### src/rtl/seven_seg_scan.sv
// Time-multiplexed N-digit seven-segment driver with guard blanking and leading-zero suppression.
// Optional per-digit blinking is built when SEVEN_SEG_BLINK_EN is defined.
module seven_seg_scan #(
    parameter int unsigned DIGITS    = 4,
    parameter int unsigned SCAN_DIV  = 1000,
    parameter int unsigned BLANK_CYC = 2,
    parameter int unsigned BLINK_DIV = 64
) (
    input  logic                  clk,
    input  logic                  rst,
    input  logic                  enable,
    input  logic [4*DIGITS-1:0]   digits,
    input  logic                  blank_lz,
`ifdef SEVEN_SEG_BLINK_EN
    input  logic [DIGITS-1:0]     blink_mask,
`endif
    output logic [6:0]            seg,
    output logic [DIGITS-1:0]     an
);

    localparam int unsigned PreW = $clog2(SCAN_DIV);
    localparam int unsigned IdxW = (DIGITS > 1) ? $clog2(DIGITS) : 1;

    if (DIGITS < 1 || SCAN_DIV < 2 || BLANK_CYC >= SCAN_DIV || BLINK_DIV < 1) begin : g_bad_params
        $error("seven_seg_scan: illegal parameter combination");
    end

    logic [PreW-1:0]   pre_q, pre_d;
    logic [IdxW-1:0]   idx_q, idx_d;
    logic              slot_end;
    logic              frame_end;
    logic [3:0]        nibble;
    logic [6:0]        glyph;
    logic              glyph_valid;
    logic              upper_zero;
    logic [DIGITS-1:0] lz_sup;
    logic              blink_sup;
    logic              active;
    logic [6:0]        seg_q, seg_d;
    logic [DIGITS-1:0] an_q, an_d;

    assign slot_end  = (pre_q == PreW'(SCAN_DIV - 1));
    assign frame_end = slot_end && (idx_q == IdxW'(DIGITS - 1));

    always_comb begin
        pre_d = pre_q + 1'b1;
        idx_d = idx_q;
        if (slot_end) begin
            pre_d = '0;
            idx_d = frame_end ? '0 : idx_q + 1'b1;
        end
    end

    // Walk from the most significant digit down; a digit is a leading zero while
    // it and everything above it are zero. Digit 0 always shows.
    always_comb begin
        upper_zero = 1'b1;
        lz_sup     = '0;
        for (int i = DIGITS - 1; i >= 0; i--) begin
            upper_zero = upper_zero && (digits[4*i +: 4] == 4'h0);
            lz_sup[i]  = blank_lz && upper_zero && (i != 0);
        end
    end

    assign nibble = digits[{idx_q, 2'b00} +: 4];

    always_comb begin
        glyph       = 7'b1111111;
        glyph_valid = 1'b1;
        case (nibble)
            4'd0:    glyph = 7'b0000001;
            4'd1:    glyph = 7'b1001111;
            4'd2:    glyph = 7'b0010010;
            4'd3:    glyph = 7'b0000110;
            4'd4:    glyph = 7'b1001100;
            4'd5:    glyph = 7'b0100100;
            4'd6:    glyph = 7'b0100000;
            4'd7:    glyph = 7'b0001111;
            4'd8:    glyph = 7'b0000000;
            4'd9:    glyph = 7'b0000100;
            default: glyph_valid = 1'b0;
        endcase
    end

`ifdef SEVEN_SEG_BLINK_EN
    localparam int unsigned FrmW = (BLINK_DIV > 1) ? $clog2(BLINK_DIV) : 1;

    logic [FrmW-1:0] frame_q, frame_d;
    logic            phase_q, phase_d;

    always_comb begin
        frame_d = frame_q;
        phase_d = phase_q;
        if (frame_end) begin
            if (frame_q == FrmW'(BLINK_DIV - 1)) begin
                frame_d = '0;
                phase_d = ~phase_q;
            end else begin
                frame_d = frame_q + 1'b1;
            end
        end
    end

    always_ff @(posedge clk) begin
        if (rst) begin
            frame_q <= '0;
            phase_q <= 1'b0;
        end else begin
            frame_q <= frame_d;
            phase_q <= phase_d;
        end
    end

    assign blink_sup = phase_q && blink_mask[idx_q];
`else
    assign blink_sup = 1'b0;
`endif

    // Invalid codes also release the digit select so the slot is fully dark.
    always_comb begin
        active = enable && (pre_q >= PreW'(BLANK_CYC)) && !lz_sup[idx_q] && !blink_sup
                 && glyph_valid;
        seg_d  = 7'b1111111;
        an_d   = '1;
        if (active) begin
            seg_d = glyph;
            an_d  = ~(DIGITS'(1) << idx_q);
        end
    end

    always_ff @(posedge clk) begin
        if (rst) begin
            pre_q <= '0;
            idx_q <= '0;
            seg_q <= 7'b1111111;
            an_q  <= '1;
        end else begin
            pre_q <= pre_d;
            idx_q <= idx_d;
            seg_q <= seg_d;
            an_q  <= an_d;
        end
    end

    assign seg = seg_q;
    assign an  = an_q;

endmodule

### config.mk
export PLATFORM = sky130hd
export DESIGN_NAME = seven_seg_scan
export DESIGN_NICKNAME = d
export VERILOG_FILES = /design/src/rtl/seven_seg_scan.sv
export SDC_FILE = /design/constraint.sdc
export NUM_CORES = 1
export LEC_CHECK = 0
export ABC_AREA = 1
export CORE_MARGIN = 10
export CORE_UTILIZATION = 52
export DETAILED_ROUTE_END_ITERATION = 8
export PLACE_DENSITY = 0.89
export SLEW_MARGIN = 20
export SYNTH_ARGS = -nofsm -noshare
export SYNTH_HDL_FRONTEND = slang
export SYNTH_SLANG_ARGS = --single-unit
### constraint.sdc
create_clock -name clk -period 2.4 [get_ports clk]
set_clock_uncertainty 0.15 [all_clocks]
set_input_delay 0.36 -clock clk [delete_from_list [all_inputs] [get_ports clk]]
set_output_delay 0.36 -clock clk [all_outputs]
set_load 0.005 [all_outputs]
==> flow_summary.toml <==
[layout]
num-nets-final = 235
final_area_um2 = 1570
fin_cells = 236
n_antenna_cell = 0
fill_cells = 199
register_area_um2 = 460
final_layout_size_suffix_gt1_share_pct = 5.77
syn_to_final_growth_pct = 27.7
multi_input_area_um2 = 699

[global_route]
grt_pass1_vias = 1212
track_usage_pct = 13.2
grt_antenna_before_repair = 0
grt_pass1_wl_mm = 4.97
overflow = 0
grt_max_degree = 16

[sta]
max_freq_mhz = 525
max_slew_margin_pct = 69.6
setup_viol = 0
finalWorstSetupSlack_ns = 0.497
drv_slew = 0
rsz0062_at_grt = "no"
setup_tns_ns = 0
worst-slew-pin-transition_ns = 0.455
fin_crit_sh_pct = 79.3
hold_viol = 0
min_period_ns = 1.90

[run]
maxCapViolations = 0

[detailed_routing]
route.met3.wl_um = 244
ant_nets = 0
dr.pass1.iters = 4
highest_layer = "met4"
routed_via_density = 5.18
vias = 1222
drcViolationCount = 0
drt_iter0_markers = 73
wl_met1_mm = 1.17
routed_wl_mm = 2.80
post_drt_wl_per_cell_um = 11.8
wl_met2_mm = 1.33

[placement]
dp_hpwl_mm = 2.38
portBuffers = 30
placed_area_um2 = 1540
dp_cells = 232
pre_cts_ws_ns = 0.517
gp_congestion = 0.911

[setup_path]
worst_r2r_path_depth = 9
crit_path_end_kind = "flop"
cp_max_fo = 15
regToRegStartpoint = "idx_q[0]"
r2r_setup_slack_ns = 0.50
path_class = "flop to flop"
crit_required_ns = 2.44
r2r_end = "seg[1]"
worst_setup_path_start_kind = "flop"
crit_arrival_ns = 1.95

[yosys]
yosysSeqAreaShare_pct = 37.4
ys.flop_type = "dfxtp_1"
syn_avg_cell_area_um2 = 6.95
ys_warn_count = 0
synth-edff-count = 0
mappedNetlistArea_um2 = 1230
ys_seq_elements = 23
syn_nets = 203
synthCells = 177
yosysUniqueCellTypes = 26
postSynth.asyncResetShare_pct = 0

[cts]
cts_hold_buf = 0
post_cts_buffers = 0
cts_made_buffers = 3
ctsLongestPathBuffers = 2
path_clk_slew_ns = 0.11
root_buffer = "clkbuf_4"
h-tree-depth = 1
clock_sinks = 23
cts_resized = 0
cts_tree = "built"
insertion_delay_ns = 0.31

[floorplanning]
die_x_um = 68.6
start_util_pct = 55.1
coreArea_um2 = 2230
num_rows = 17
pin_count = 31
die_height_um = 68.6
fp.dieArea_um2 = 4710

[hold_path]
worstHoldEndpoint = "pre_q[0]"
hold_path_class = "flop to flop"
hp-start = "pre_q[0]"
hold_depth = 1

[pwr]
leakage_nw = 0.680
p_per_area_nw_per_um2 = 426
power_uw = 669
ir_drop_uv = 354

[status]
status = "finished clean"
## cell usage in the layout, fill, tap and decap left out, drive strengths merged
cell type	instances
dfxtp	23
inv	13
or2	1
a21oi	5
nor3	1
nor2	29
nand3	17
o211ai	1
a31oi	2
nand4	4
ha	6
clkdlybuf4s50	30
nor4	1
xor2	3
nand3b	1
nor3b	3
o21bai	1
nand2	60
clkbuf	4
o21ai	3
## state kept, by name (all words and copies together), names as in the netlist
name	count
an	4
seg	7
idx_q	2
pre_q	10
## final cells by class
| type | instances | area share [%] |
|---|---|---|
| sequential | 23 | 29.3 |
| timing repair buffer | 30 | 19.1 |
| tap | 28 | 2.23 |
| inverter | 13 | 3.11 |
| clock buffer | 4 | 1.67 |
| multi-input combinational | 138 | 44.5 |
## through the flow
step | hold WS [ns] | util, %
2_1_floorplan | 0.280 | -
3_3_place_gp | 0.292 | 69.1
3_5_place_dp | 0.308 | 69.1
4_1_cts | 0.338 | 70.3
5_1_grt | 0.357 | 70.3
6_report | 0.331 | 70.3
## worst max-delay path: stages (launching register included)
cell	delay (ns)
dfxtp_1	0.62
inv_2	0.20
nand2_1	0.10
nand3_1	0.07
nand2_1	0.20
inv_2	0.08
nand2_4	0.09
nand2_4	0.06
nor2_8	0.13
nand3_1	0.09
## logic make-up after synthesis
kind of cell	after synthesis	synth area share [%]
buffers and inverters	16	5.70
adder cells (fa/ha/maj)	6	6.10
flip-flops	23	37.4
AO/OA/AOI/OAI	12	5.49
XOR/XNOR	3	2.14
AND/OR/NAND/NOR	117	43.1
## per-layer routing
metal  GRT usage, %  vias to the layer above
met1           15.1                      534
met2           22.2                       48
met3           3.86                        7
met5              0                        -
met4           6.03                        0
li1               -                      633
## cells in the mapped netlist, types with 3 or more instances
master	number	area share (%)
inv_1	10	3.1
nor2_1	27	8.2
xor2_1	3	2.1
nor3b_1	3	1.8
nand4_1	4	2.0
dfxtp_1	23	37
a21oi_1	5	2.0
nand2_1	56	17
inv_2	3	0.92
ha_1	6	6.1
nand3_1	17	6.9
## worst max-delay path by stage
stage | from | end | depth (start not counted) | slack [ns]
6_report | idx_q[0] | seg[1] | 9 | 0.50
5_1_grt | idx_q[0] | seg[0] | 9 | 0.24
4_1_cts | idx_q[0] | seg[1] | 9 | 0.49
3_5_place_dp | idx_q[0] | seg[1] | 9 | 0.52
3_3_place_gp | digits[12] | seg[3] | 7 | 0.56
2_1_floorplan | idx_q[0] | seg[1] | 10 | 0.91
## power breakdown
part / internal, mW / switching [mW] / leakage (nW)
combinational: 0.0569 / 0.0476 / 0.478
sequential: 0.391 / 0.00544 / 0.187
clock: 0.0649 / 0.103 / 0.0150
Power figures use the tool's default switching activity.
